**config.mk**
```make
export PLATFORM = sky130hd
export DESIGN_NAME = csa_accumulator
export DESIGN_NICKNAME = d
export VERILOG_FILES = /design/src/rtl/csa_accumulator.sv
export SDC_FILE = /design/constraint.sdc
export NUM_CORES = 1
export LEC_CHECK = 0
export BUFFER_PORTS_ARGS = -buffer_cell sky130_fd_sc_hd__buf_2
export CAP_MARGIN = 40
export CORE_ASPECT_RATIO = 1.4
export CORE_UTILIZATION = 35
export DETAILED_ROUTE_END_ITERATION = 12
export GPL_TIMING_DRIVEN = 1
export PLACE_DENSITY = 0.5
export SYNTH_ARGS = -nofsm -noshare
export SYNTH_HDL_FRONTEND = slang
export SYNTH_SLANG_ARGS = --single-unit
export TNS_END_PERCENT = 30
```
**constraint.sdc**
```tcl
create_clock -name clk -period 2.5 [get_ports clk]
set_input_delay 0.375 -clock clk [delete_from_list [all_inputs] [get_ports clk]]
set_output_delay 0.375 -clock clk [all_outputs]
set_load 0.02 [all_outputs]
```
**src/rtl/csa_accumulator.sv**
```systemverilog
// Streaming multi-operand adder: operands are folded into redundant sum/carry
// registers through a 3:2 carry-save stage, then resolved by one carry-propagate add.
module csa_accumulator #(
  parameter int WIDTH     = 16,
  parameter int ACC_WIDTH = 24,
  parameter int SIGNED    = 0,
  parameter int CNT_W     = ACC_WIDTH - WIDTH + 2
) (
  input  logic                 clk,
  input  logic                 rst_n,
  input  logic                 in_valid,
  output logic                 in_ready,
  input  logic [WIDTH-1:0]     in_data,
  input  logic                 in_last,
  output logic                 out_valid,
  input  logic                 out_ready,
  output logic [ACC_WIDTH-1:0] out_sum,
  output logic [CNT_W-1:0]     out_count,
  output logic                 out_ovf
);

  // Handshake: a transfer happens on a rising edge where valid && ready; the
  // producer holds data stable while valid && !ready, and ready never depends on valid.

  typedef enum logic [1:0] {ACCUM, RESOLVE, OUTPUT} state_t;

  localparam logic [CNT_W-1:0] OVF_LIM = CNT_W'(1) << (ACC_WIDTH - WIDTH);

  state_t               state, state_nxt;
  logic [ACC_WIDTH-1:0] s_reg, c_reg;
  logic [ACC_WIDTH-1:0] ext, cs;
  logic [CNT_W-1:0]     count;
  logic                 accept;

  always_comb begin
    ext = {{(ACC_WIDTH-WIDTH){1'b0}}, in_data};
    if (SIGNED != 0)
      ext = {{(ACC_WIDTH-WIDTH){in_data[WIDTH-1]}}, in_data};
  end

  // Carry vector is weighted one bit higher; its MSB falls off (mod 2^ACC_WIDTH).
  assign cs       = {c_reg[ACC_WIDTH-2:0], 1'b0};
  assign in_ready = (state == ACCUM);
  assign accept   = in_valid && in_ready;

  always_comb begin
    state_nxt = state;
    case (state)
      ACCUM:   if (accept && in_last) state_nxt = RESOLVE;
      RESOLVE: state_nxt = OUTPUT;
      OUTPUT:  if (out_ready) state_nxt = ACCUM;
      default: state_nxt = ACCUM;
    endcase
  end

  always_ff @(posedge clk) begin
    if (!rst_n) begin
      state     <= ACCUM;
      s_reg     <= '0;
      c_reg     <= '0;
      count     <= '0;
      out_valid <= 1'b0;
      out_sum   <= '0;
      out_count <= '0;
      out_ovf   <= 1'b0;
    end else begin
      state <= state_nxt;
      case (state)
        ACCUM: begin
          if (accept) begin
            s_reg <= ext ^ s_reg ^ cs;
            c_reg <= (ext & s_reg) | (ext & cs) | (s_reg & cs);
            if (count != '1) count <= count + CNT_W'(1);
          end
        end
        RESOLVE: begin
          out_sum   <= s_reg + cs;
          out_count <= count;
          out_ovf   <= (count > OVF_LIM);
          out_valid <= 1'b1;
        end
        OUTPUT: begin
          if (out_ready) begin
            out_valid <= 1'b0;
            s_reg     <= '0;
            c_reg     <= '0;
            count     <= '0;
          end
        end
        default: ;
      endcase
    end
  end

endmodule

```
# Yosys cells after proc, flatten, opt, wreduce, memory -nomap -nowiden
# Index checks and enable logic that the tools add are counted.
[word_totals]
register_bits = 95
input_bits = 21
output_inout_bits = 37
word_cells = 48
[op_classes]
addsub = 2
order_cmp = 1
n_eq_ne = 7
muxes = 14
bitwise_logic = 7
reduce_logical = 9
[ops]
columns = ["cell", "n"]
rows = [
  ["24-bit 2-to-1 mux", 2],
  ["24-bit one-hot mux with 2 select lines", 1],
  ["16-bit by 23-bit AND with 23-bit output", 2],
  ["23-bit OR", 2],
  ["23-bit one-hot mux with 2 select lines", 1],
  ["10-bit 2-to-1 mux", 3],
  ["24-bit adder", 1],
  ["16-bit by 24-bit bitwise XOR with 24-bit output", 1],
  ["24-bit bitwise XOR", 1],
  ["23-bit AND", 1],
  ["23-bit 2-to-1 mux", 1],
  ["10-bit one-hot mux with 2 select lines", 1],
  ["10-bit by 1-bit adder with 10-bit output, second input constant", 1],
  ["10-bit by 9-bit greater-than comparator with 1-bit output, second input constant", 1],
  ["10-bit inequality test, second input constant", 1],
  ["2-bit by 1-bit inequality test with 1-bit output, second input constant", 3],
  ["2-bit one-hot mux with 3 select lines", 1],
  ["2-bit 2-to-1 mux", 2],
  ["2-bit AND reduction", 2],
  ["4-bit AND reduction", 1],
  ["2-bit nonzero test", 2],
  ["3-bit AND reduction", 1],
  ["2-bit by 1-bit equality test with 1-bit output, second input constant", 1],
  ["2-bit equality test, second input constant", 1],
  ["5 further kinds", 6],
]

# Logic depth before layout (Yosys ltp)
[logic_depth]
word_depth = 5
depth_mapped = 9
mapped_depth_nobuf = 9

# Least setup slack after synthesis
# Ideal clock, no wire load.
[synth_path]
kind = "reg2reg"
startpoint = "register s_reg[1]"
endpoint = "register out_sum[21]"
setup_time_ps = 138
arrival_ps = 2092
t_required_ps = 2362
slack_ps = 270
stages_incl_launch_ff = 9
path_buffers = 0
cell_sequence = "dfxtp_1 ha_1 fa_1 a211oi_1 o211ai_1 a32oi_1 a31oi_1 a31oi_1 o221ai_1"
[synth_between]
elab_chain_len = 1
[synth_lines]
columns = ["element", "line_no", "rtl"]
rows = [
  ["start: declaration", "30", "logic [ACC_WIDTH-1:0] s_reg, c_reg;"],
  ["start signal: assignment", "71", "s_reg <= ext ^ s_reg ^ cs;"],
  ["24-bit adder", "77", "out_sum <= s_reg + cs;"],
  ["end signal: assignment", "77", ""],
  ["end: declaration", "17", "output logic [ACC_WIDTH-1:0] out_sum,"],
]
# Every way passes these cells.
# A chain may end at the register's enable or synchronous reset.

# Worst setup path after layout
[layout_path]
startpoint = "register s_reg[2]"
endpoint = "register out_sum[20]"
# Same word-level chain as after synthesis.

==> results by group <==
Drt
  – Antenna viol nets, final: 0
  – Routed via count: 4002
  – Pre-antenna DRT Iters: 4
  – Initial DRC count: 133
  – Vias/cell: 5.10
  – Avg WL per Cell: 14.8 um
  – Final wirelength: 11600 um
  – # DRC: 0

Die
  – Num rows: 51
  – Core area: 0.0140 sq mm
  – Effective utilization at floorplan: 0.362
  – Die width: 104 um
  – Num ports: 58
  – Die H: 145 um
  – Die area: 0.0150 sq mm

Worst setup path
  – Worst setup path class: register to register
  – Critical path required time: 2.76 ns
  – Crit path DAT: 2.60 ns
  – Crit path to: out_sum[20]$_SDFFE_PN0P_
  – Origin of the worst setup path: s_reg[2]$_SDFFE_PN0P_
  – R2R Setup Slk: 0.16 ns
  – Max FO, Critical Path: 4
  – CP endpoint kind: register
  – Startpoint Class: register
  – Worst R2R End: out_sum[20]$_SDFFE_PN0P_
  – Worst r2r src: s_reg[2]$_SDFFE_PN0P_
  – Worst Reg2Reg Path Length in Cells: 8

STA
  – RSZ-0062 raised after global routing: false
  – Tcrit/Tclk final: 0.937
  – Slew headroom: 0.449
  – Final setup margin: 0.157 ns
  – Final Hold Vio Count: 0
  – Worst clock skew: 0.00456 ns
  – Actual slew at the worst max-slew pin: 0.827 ns
  – Setup TNS: 0 ns
  – Final critical-path required period: 2.34 ns
  – Final slew viol count: 0
  – Final setup fails: 0
  – Fmax: 0.427 GHz

Global route
  – Global Route Usage Sum: 0.163
  – Grt ovf: 0
  – Global-route wire length before repair: 19200 um
  – Antenna violations before repair: 0
  – Global routing usage on met1: 0.191
  – Met3 GRT Util: 0.0261
  – Vias in the first global route: 3883
  – Pin count of the biggest net entering global routing: 76
  – Met2 Use GR: 0.291
  – Most Crowded Layer GR: met2

Placement
  – Place WS: 0.0260 ns
  – Dpl hpwl: 8340 um
  – # port buffers: 57
  – Gpl congestion: 0.800
  – Post-Place Cell Area: 0.00553 sq mm

Clock network
  – CTS root buf: clkbuf_16
  – H-tree levels: 3
  – Worst-path clk slew: 0.06 ns
  – Post-CTS Repair Setup Buffers: 0
  – Max clock buf depth: 2
  – Clock latency on the worst-skew pair: 0.35 ns
  – Num CTS Buffers: 9
  – CTS tree: yes
  – # clock sinks: 95

Power
  – Clock Power Share: 0.436
  – Combinational Power Share: 0.107
  – Pwr per Cell Area: 595 mW/mm^2
  – Sw power: 860 uW
  – Leakage: 2.41 nW
  – Max VDD drop: 0.000380 V
  – Sequential Power Share: 0.458
  – Sw Ratio: 0.245
  – Internal: 2.65 mW

Logic synthesis
  – Post-synth EDFFs: 0
  – Most common cell in the synthesized netlist: dfxtp_1
  – Commonest cells post-synth: dfxtp_1, nand2_1, nor2b_1
  – Main synth FF type: dfxtp_1
  – Post-Syn Nets: 612
  – Biggest area consumer among synthesized cells: dfxtp_1
  – Sequential share of the synthesized area: 0.375
  – Share of the synthesized area in the top cell type: 0.375
  – Synthesized flop and latch total: 95
  – Yosys warning count: 0
  – Mapped Area: 0.00508 sq mm
  – Average cell area after synthesis: 9.23 sq um
  – Netlist cell types: 56
  – Post-synthesis cell count: 550
  – Top post-synthesis cells by area: dfxtp_1, a22oi_1, fa_1
  – Async SR Flop Fraction: 0

Outcome
  – Outcome: completed

Cells and area
  – Area grow syn2layout: 16.1%
  – Finished Cell Area: 0.00589 sq mm
  – Filler cells: 1445
  – NumNets Final: 657
  – Share of layout cells above drive strength 1: 0.168
  – ANT cells: 0

Run
  – Maxcap violations: 0

Worst hold path
  – Hold Crit Class: input pin to register
-- layer usage --
metal / part of all wire / wire length (um) / up-vias
met3: 0.024 / 283 / 12
met1: 0.46 / 5310 / 1906
met2: 0.50 / 5780 / 48
li1: - / - / 2036
met5: 0 / 0 / -
met4: 0.019 / 226 / 0
-- critical path, stage by stage (launching register included) --
cell and delay (ns):
dfxtp_1 0.45, ha_1 0.29, a211oi_2 0.24, o21bai_2 0.14, a211oi_4 0.34, a2111oi_2 0.12, buf_4 0.16, o2111a_1 0.25
o311ai_1 0.26
-- cells by family after synthesis --
group / Yosys count / share of synthesized area
and+or+nand+nor: 187 / 0.189
AOI/OAI and AO/OA: 158 / 0.227
DFF: 95 / 0.375
buffers and inverters: 45 / 0.0434
adders and majority gates: 41 / 0.125
xor gates and xnor gates: 22 / 0.0380
muxes: 2 / 0.00394
-- stage by stage --
step	utilization	std cells	power (mW)	hold slack, ns
2_1_floorplan	-	550	1.90	0.450
3_3_place_gp	0.394	769	2.01	0.448
3_5_place_dp	0.394	769	2.02	0.453
4_1_cts	0.417	785	3.55	0.236
5_1_grt	0.420	785	3.66	0.240
6_report	0.420	785	3.51	0.245
-- area by class of cell --
type / instances / area (sq um) / area share
Clock buffer: 13 / 260 / 0.0442
Clock inverter: 3 / 65.1 / 0.0110
Inverter: 11 / 41.3 / 0.00701
Multi-Input combinational cell: 410 / 3000 / 0.509
Sequential cell: 95 / 1900 / 0.323
Tap cell: 185 / 231 / 0.0393
Timing Repair Buffer: 68 / 393 / 0.0667
-- repair_timing --
action	4_1_cts	5_1_grt
gates resized for setup	1	7
pin swaps	0	5
hold buffers	0	0
endpoints found under the setup margin	1	4
hold endpoints to repair	0	0
-- cell usage in the layout (no fill, tap or decap), drive strengths merged, types with 2 or more instances in the layout --
cell     n
a41oi    3
o31ai    2
and3     8
a21boi  15
inv     11
ha      25
nor2    23
mux2i    2
a21o     7
o21ai   27
nor2b   50
a211oi   8
xnor2   13
o21bai   5
nand4    5
buf     68
clkbuf  13
nand2   59
bufinv   2
o211a    4
a31oi    2
o21a     6
dfxtp   95
o211ai   4
nand2b   4
xor2     9
and2    14
a22oi   46
nor3b    2
fa      16
nand4b   2
nand3   10
and4     2
a21oi   20
nor3     7
-- power groups by stage --
stage / Sequential, mW / Combinational, mW / Clock, mW
2_1_floorplan: 1.64 / 0.260 / 0
3_3_place_gp: 1.64 / 0.373 / 0
3_5_place_dp: 1.64 / 0.376 / 0
4_1_cts: 1.61 / 0.379 / 1.57
5_1_grt: 1.61 / 0.425 / 1.62
6_report: 1.61 / 0.374 / 1.53
-- worst min-delay path by stage --
stage,from,depth (start not counted),endpoint,slack (ns)
2_1_floorplan,count[8]$_SDFFE_PN0P_,2,out_count[8]$_SDFFE_PN0P_,0.45
4_1_cts,in_last,2,state[0]$_SDFFE_PN0P_,0.24
3_5_place_dp,out_count[7]$_SDFFE_PN0P_,2,out_count[7]$_SDFFE_PN0P_,0.45
6_report,in_last,2,state[0]$_SDFFE_PN0P_,0.24
3_3_place_gp,out_count[4]$_SDFFE_PN0P_,2,out_count[4]$_SDFFE_PN0P_,0.45
5_1_grt,in_last,2,state[0]$_SDFFE_PN0P_,0.24
Power figures use the tool's default switching activity.
